`src/rtl/tlb_set_ctrl.sv`:
```
// Lookup/refill controller for a set-associative TLB: owns valid/tag/PPN state,
// serves hits from storage and refills misses through the page-table walker.
module tlb_set_ctrl #(
  parameter int SETS  = 4,
  parameter int WAYS  = 2,
  parameter int VPN_W = 20,
  parameter int PPN_W = 20
) (
  input  logic             clk,
  input  logic             rst_n,
  input  logic             req_valid,
  output logic             req_ready,
  input  logic [VPN_W-1:0] req_vpn,
  output logic             resp_valid,
  input  logic             resp_ready,
  output logic [PPN_W-1:0] resp_ppn,
  output logic             resp_hit,
  output logic             resp_fault,
  output logic             walk_req_valid,
  input  logic             walk_req_ready,
  output logic [VPN_W-1:0] walk_req_vpn,
  input  logic             walk_resp_valid,
  input  logic [PPN_W-1:0] walk_resp_ppn,
  input  logic             walk_resp_fault,
  input  logic             flush,
  output logic             busy
);

  localparam int IDX_W = $clog2(SETS);
  localparam int TAG_W = VPN_W - IDX_W;
  localparam int WAY_W = (WAYS > 1) ? $clog2(WAYS) : 1;

  typedef enum logic [2:0] {
    IDLE      = 3'd0,
    LOOKUP    = 3'd1,
    WALK_REQ  = 3'd2,
    WALK_WAIT = 3'd3,
    FILL      = 3'd4,
    RESP      = 3'd5
  } state_t;

  state_t            state_r;
  logic [WAYS-1:0]   valid_r [SETS];
  logic [TAG_W-1:0]  tag_r   [SETS][WAYS];
  logic [PPN_W-1:0]  ppn_r   [SETS][WAYS];
  logic [WAY_W-1:0]  ptr_r   [SETS];
  logic [VPN_W-1:0]  vpn_r;
  logic [PPN_W-1:0]  fill_ppn_r;
  logic              flush_pending_r;

  logic [IDX_W-1:0]  set_s;
  logic [TAG_W-1:0]  tag_s;
  logic [WAYS-1:0]   hit_vec_s;
  logic              hit_s;
  logic [PPN_W-1:0]  hit_ppn_s;
  logic [WAYS-1:0]   inv_s;
  logic              have_inv_s;
  logic [WAY_W-1:0]  victim_s;
  logic [WAY_W-1:0]  ptr_next_s;

  assign set_s = vpn_r[IDX_W-1:0];
  assign tag_s = vpn_r[VPN_W-1:IDX_W];

  // Tag compare across the set; at most one way can match, so the PPN is an OR-merge
  always_comb begin
    hit_vec_s = '0;
    hit_ppn_s = '0;
    for (int w = 0; w < WAYS; w++) begin
      hit_vec_s[w] = valid_r[set_s][w] && (tag_r[set_s][w] == tag_s);
      hit_ppn_s    = hit_ppn_s | (hit_vec_s[w] ? ppn_r[set_s][w] : {PPN_W{1'b0}});
    end
    hit_s = |hit_vec_s;
  end

  // Victim selection: lowest invalid way, else the round-robin pointer
  always_comb begin
    inv_s      = ~valid_r[set_s];
    have_inv_s = |inv_s;
    victim_s   = ptr_r[set_s];
    for (int w = WAYS - 1; w >= 0; w--) begin
      victim_s = inv_s[w] ? WAY_W'(w) : victim_s;
    end
    ptr_next_s = (ptr_r[set_s] == WAY_W'(WAYS - 1)) ? {WAY_W{1'b0}} : (ptr_r[set_s] + WAY_W'(1));
  end

  assign req_ready = rst_n && (state_r == IDLE) && !flush && !flush_pending_r;
  assign busy      = (state_r != IDLE) || flush_pending_r;

  // Control FSM together with storage updates and registered response/walk outputs
  always_ff @(posedge clk or negedge rst_n) begin
    if (!rst_n) begin
      state_r         <= IDLE;
      vpn_r           <= '0;
      fill_ppn_r      <= '0;
      flush_pending_r <= 1'b0;
      resp_valid      <= 1'b0;
      resp_ppn        <= '0;
      resp_hit        <= 1'b0;
      resp_fault      <= 1'b0;
      walk_req_valid  <= 1'b0;
      walk_req_vpn    <= '0;
      for (int s = 0; s < SETS; s++) begin
        valid_r[s] <= '0;
        ptr_r[s]   <= '0;
        for (int w = 0; w < WAYS; w++) begin
          tag_r[s][w] <= '0;
          ppn_r[s][w] <= '0;
        end
      end
    end else begin
      case (state_r)
        IDLE: begin
          if (flush || flush_pending_r) begin
            for (int s = 0; s < SETS; s++) begin
              valid_r[s] <= '0;
              ptr_r[s]   <= '0;
            end
            flush_pending_r <= 1'b0;
          end else if (req_valid) begin
            vpn_r   <= req_vpn;
            state_r <= LOOKUP;
          end else begin
            state_r <= IDLE;
          end
        end
        LOOKUP: begin
          if (hit_s) begin
            resp_ppn   <= hit_ppn_s;
            resp_hit   <= 1'b1;
            resp_fault <= 1'b0;
            resp_valid <= 1'b1;
            state_r    <= RESP;
          end else begin
            walk_req_valid <= 1'b1;
            walk_req_vpn   <= vpn_r;
            state_r        <= WALK_REQ;
          end
        end
        WALK_REQ: begin
          if (walk_req_ready) begin
            walk_req_valid <= 1'b0;
            state_r        <= WALK_WAIT;
          end else begin
            state_r <= WALK_REQ;
          end
        end
        WALK_WAIT: begin
          if (walk_resp_valid && walk_resp_fault) begin
            resp_ppn   <= '0;
            resp_hit   <= 1'b0;
            resp_fault <= 1'b1;
            resp_valid <= 1'b1;
            state_r    <= RESP;
          end else if (walk_resp_valid) begin
            fill_ppn_r <= walk_resp_ppn;
            state_r    <= FILL;
          end else begin
            state_r <= WALK_WAIT;
          end
        end
        FILL: begin
          valid_r[set_s][victim_s] <= 1'b1;
          tag_r[set_s][victim_s]   <= tag_s;
          ppn_r[set_s][victim_s]   <= fill_ppn_r;
          if (!have_inv_s) begin
            ptr_r[set_s] <= ptr_next_s;
          end else begin
            ptr_r[set_s] <= ptr_r[set_s];
          end
          resp_ppn   <= fill_ppn_r;
          resp_hit   <= 1'b0;
          resp_fault <= 1'b0;
          resp_valid <= 1'b1;
          state_r    <= RESP;
        end
        RESP: begin
          if (resp_ready) begin
            resp_valid <= 1'b0;
            state_r    <= IDLE;
          end else begin
            state_r <= RESP;
          end
        end
        default: begin
          state_r <= IDLE;
        end
      endcase
      // A flush arriving mid-transaction is deferred to the next IDLE cycle
      if ((state_r != IDLE) && flush) begin
        flush_pending_r <= 1'b1;
      end
    end
  end

endmodule

```
`config.mk`:
```
export PLATFORM = sky130hd
export DESIGN_NAME = tlb_set_ctrl
export DESIGN_NICKNAME = d
export VERILOG_FILES = /design/src/rtl/tlb_set_ctrl.sv
export SDC_FILE = /design/constraint.sdc
export NUM_CORES = 1
export LEC_CHECK = 0
export ABC_AREA = 0
export CORE_MARGIN = 2
export CORE_UTILIZATION = 60
export DETAILED_ROUTE_END_ITERATION = 7
export GPL_TIMING_DRIVEN = 0
export PLACE_DENSITY_LB_ADDON = 0.2
export SLEW_MARGIN = 40
export SYNTH_ARGS = -nofsm -noshare
export SYNTH_HDL_FRONTEND = slang
export SYNTH_SLANG_ARGS = --single-unit
```
`constraint.sdc`:
```
create_clock -name clk -period 7.6 [get_ports clk]
set_input_delay 1.14 -clock clk [delete_from_list [all_inputs] [get_ports clk]]
set_output_delay 1.14 -clock clk [all_outputs]
set_load 0.01 [all_outputs]
```
==> summary.txt <==
Critical path
  • Critical path required time: 6.46 ns
  • Crit end category: output port
  • Worst stage delay on the critical path: 0.55 ns
  • CP cell instances: buf_8 > buf_16 > buf_16 > and3_1 > clkdlybuf4s50_1
  • Buf+Inv Stages, Crit Path: 4
  • CP startpoint kind: input port
  • Top fanout value on the critical path: 64
  • Worst Setup Path Type: in -> out
  • Cell repeated most along the worst path: buf_16
  • Slowest stage cell, crit path: clkdlybuf4s50_1
  • Delay-heaviest family, CP: buffers and inverters
  • WP data arrival: 2.97 ns

Global routing
  • Total Routing Usage GR: 28.2%
  • Vias in the first global route: 11,983
  • Gr ovfl total: 0
  • Largest net degree at the start of global routing: 76
  • Initial antenna violation count: 0
  • Global-route wire length before repair: 67,700 um

Detailed routing
  • Via-to-Cell Ratio: 6.09
  • Detailed-route DRC error count: 0
  • Vias: 11,162
  • WL final: 42,600 um
  • Initial DRC Count: 842
  • Post-detailed-route wirelength per cell: 23.3 um
  • Final ANT Viol Nets: 0
  • Initial DRT Pass Iterations: 4

Yosys
  • Yosys warning count: 0
  • Post-synth top area share: 55.3%
  • EDFF count, synth: 0
  • Synth area leader: dfrtp_1
  • Mux cell area share after synthesis: 33.3%
  • Simple-Gate Fraction of Synth Area: 4.40%
  • Post-Synth Adder-Cell Area: 0%
  • #FFs+latches synth: 404
  • Synth Area in XOR/XNOR: 1.96%
  • Dominant synthesized flop cell: dfrtp_1
  • Largest cells by area after synthesis: dfrtp_1 55%, mux2_2 21%, mux4_2 7.9%
  • Gate Count Post-Synth: 1,267
  • Synth cell types: 49
  • Main combinational cell family by area after synthesis: multiplexers
  • Mean Syn Cell Area: 14.4 sq um
  • Synth Area in Compound Gates: 2.06%
  • Post-synthesis sequential area ratio: 55.3%
  • Ys async rst share: 100%
  • Synthesized net count: 1,315
  • Synthesized area: 18,300 sq um

Clock tree
  • CTS tree: built
  • CTS Buffer Depth: 3
  • Clk_lat worst skew: 0.54 ns
  • PostCTS Resize Cnt: 0
  • Clock-pin slew on the worst setup and hold paths: 0.06 ns
  • CTS buffer count: 42
  • Setup bufs post-CTS: 0
  • CTS H-Tree Depth: 2
  • CTS Hold Bufs: 0
  • CTS sink cnt: 404
  • Clk root buf: clkbuf_16

Die
  • Area of the core: 29,800 sq um
  • Die Ht: 179 um
  • Starting density of the core: 61.4%
  • Die X: 179 um
  • Die area: 31,900 sq um
  • IO Pins: 94
  • Core Rows: 63

Cells and area
  • Ant diodes: 0
  • Finished Cell Area: 21,400 sq um
  • Most frequent cells in the layout: 404 x dfrtp_1, 337 x mux2_2, 92 x clkdlybuf4s50_1
  • Layout cells sized above 1: 37.4%
  • Finished Core Util: 71.7%
  • Total Nets Final: 1,458
  • Most common cell after layout, fill and taps aside: dfrtp_1
  • P&R area growth vs syn: 16.8%

Place
  • GP Congestion: 0.827
  • Cell Area, Placed: 19,900 sq um
  • Dpl hpwl: 28,500 um
  • # port buffers: 93

Job
  • Number of max-cap violations: 0

Timing
  • Fmax: 243 MHz
  • Least-Margin Pin Slew: 0.927 ns
  • Final Hold Viols: 0
  • Min Clock Period, post-route: 4.11 ns
  • Final setup viols: 0
  • RSZ-0062 raised after global routing: no
  • Max_slew headroom: 38.1%
  • Clock skew: 0.0229 ns
  • Period utilization: 54.1%
  • Max Slew Vio Count: 0

Power
  • Tot Pwr: 8.03 mW
  • VDD IR-drop max: 0.256 mV
  • Pwr Density: 376 nW/um^2
  • Lkg Pwr: 10.1 nW

Worst hold path
  • Hold Path Class: reg -> reg

Status
  • Status: finished, final reports clean
==> worst reg2reg max path, stage by stage (launching register included) <==
cell and delay [ns]:
dfrtp_1 0.41, buf_2 0.43, mux4_2 0.58, xor2_1 0.19
nor4_1 0.40, nand4_1 0.16, nor4_2 0.63, a311oi_1 0.19
and2_4 0.28, buf_6 0.17, mux2_1 0.34
==> metal layers <==
metal	routed length [um]	track usage, %
met1	18000	38.0
met3	1860	4.56
met5	0	0
met4	1170	8.54
met2	21600	47.6
==> final timing paths <==
kind	startpoint	to	slack [ns]	depth (start not counted)
worst max-delay path	rst_n	req_ready	3.49	5
worst min register to register	valid_r[4]$_DFFE_PN0P_	valid_r[4]$_DFFE_PN0P_	0.48	1
max in group asynchronous	rst_n	ppn_r[49]$_DFFE_PN0P_	6.08	3
worst max register to register	vpn_r[0]$_DFFE_PN0P_	walk_req_vpn[10]$_DFFE_PN0P_	3.70	10
worst min-delay path	valid_r[4]$_DFFE_PN0P_	valid_r[4]$_DFFE_PN0P_	0.48	1
min in group asynchronous	rst_n	walk_req_vpn[8]$_DFFE_PN0P_	0.50	1
==> final cells by class <==
cell class,instances,area (sq um)
flip-flops and latches,404,10100
fillers,1960,8430
multi-input cells,739,7640
clock buffers,64,1330
repair buffers,99,1100
plain buffers,116,531
well taps,390,488
clock inverters,13,144
inverters,8,30.0
==> synth_stat cells (2+ instances only) <==
library cell,instances
mux2i_1,39
nor2_1,14
xor2_1,15
nand2b_1,3
nand2_1,55
mux2_4,17
dfrtp_1,404
a21oi_1,4
clkbuf_1,54
inv_1,8
a31oi_1,4
nand4_1,24
nand3_1,49
nor2b_1,3
buf_4,3
mux2_1,19
o21ai_0,24
mux2_2,337
xnor2_1,26
buf_6,7
buf_2,15
buf_1,37
nor4_1,3
nor3_1,7
a21o_1,5
or4_1,2
mux4_2,64
o221ai_1,4
==> kinds of logic (layout without fill, tap and decap cells) <==
family / after synthesis / in the layout
muxes: 476 / 476
AOI/OAI and AO/OA: 57 / 57
and+or+nand+nor: 165 / 165
buffers and inverters: 124 / 300
DFF: 404 / 404
xor gates and xnor gates: 41 / 41
==> flip-flops by register name, indices dropped and copies added, names as in the netlist <==
| register | count |
|---|---|
| walk_req_vpn | 20 |
| ppn_r | 160 |
| resp_valid | 1 |
| state_r | 3 |
| resp_fault | 1 |
| ptr_r | 4 |
| flush_pending_r | 1 |
| walk_req_valid | 1 |
| vpn_r | 20 |
| resp_ppn | 20 |
| valid_r | 8 |
| resp_hit | 1 |
| tag_r | 144 |
| fill_ppn_r | 20 |
==> stage by stage <==
step,hold WS (ns),setup slack [ns],std cells,setup TNS [ns]
global route,0.495,3.31,1833,0
finish,0.482,3.49,1833,0
floorplan,0.442,4.72,1267,0
detailed placement,0.465,3.47,1756,0
global placement,0.454,-12.02,1750,-4851.89
CTS,0.478,3.46,1833,0
==> report_power, final <==
part           total (mW)  internal [mW]  switching [mW]
sequential           3.14           2.78           0.362
clock                2.14           1.30           0.838
combinational        2.75           1.33            1.41
(Power assumes the default switching activity.)
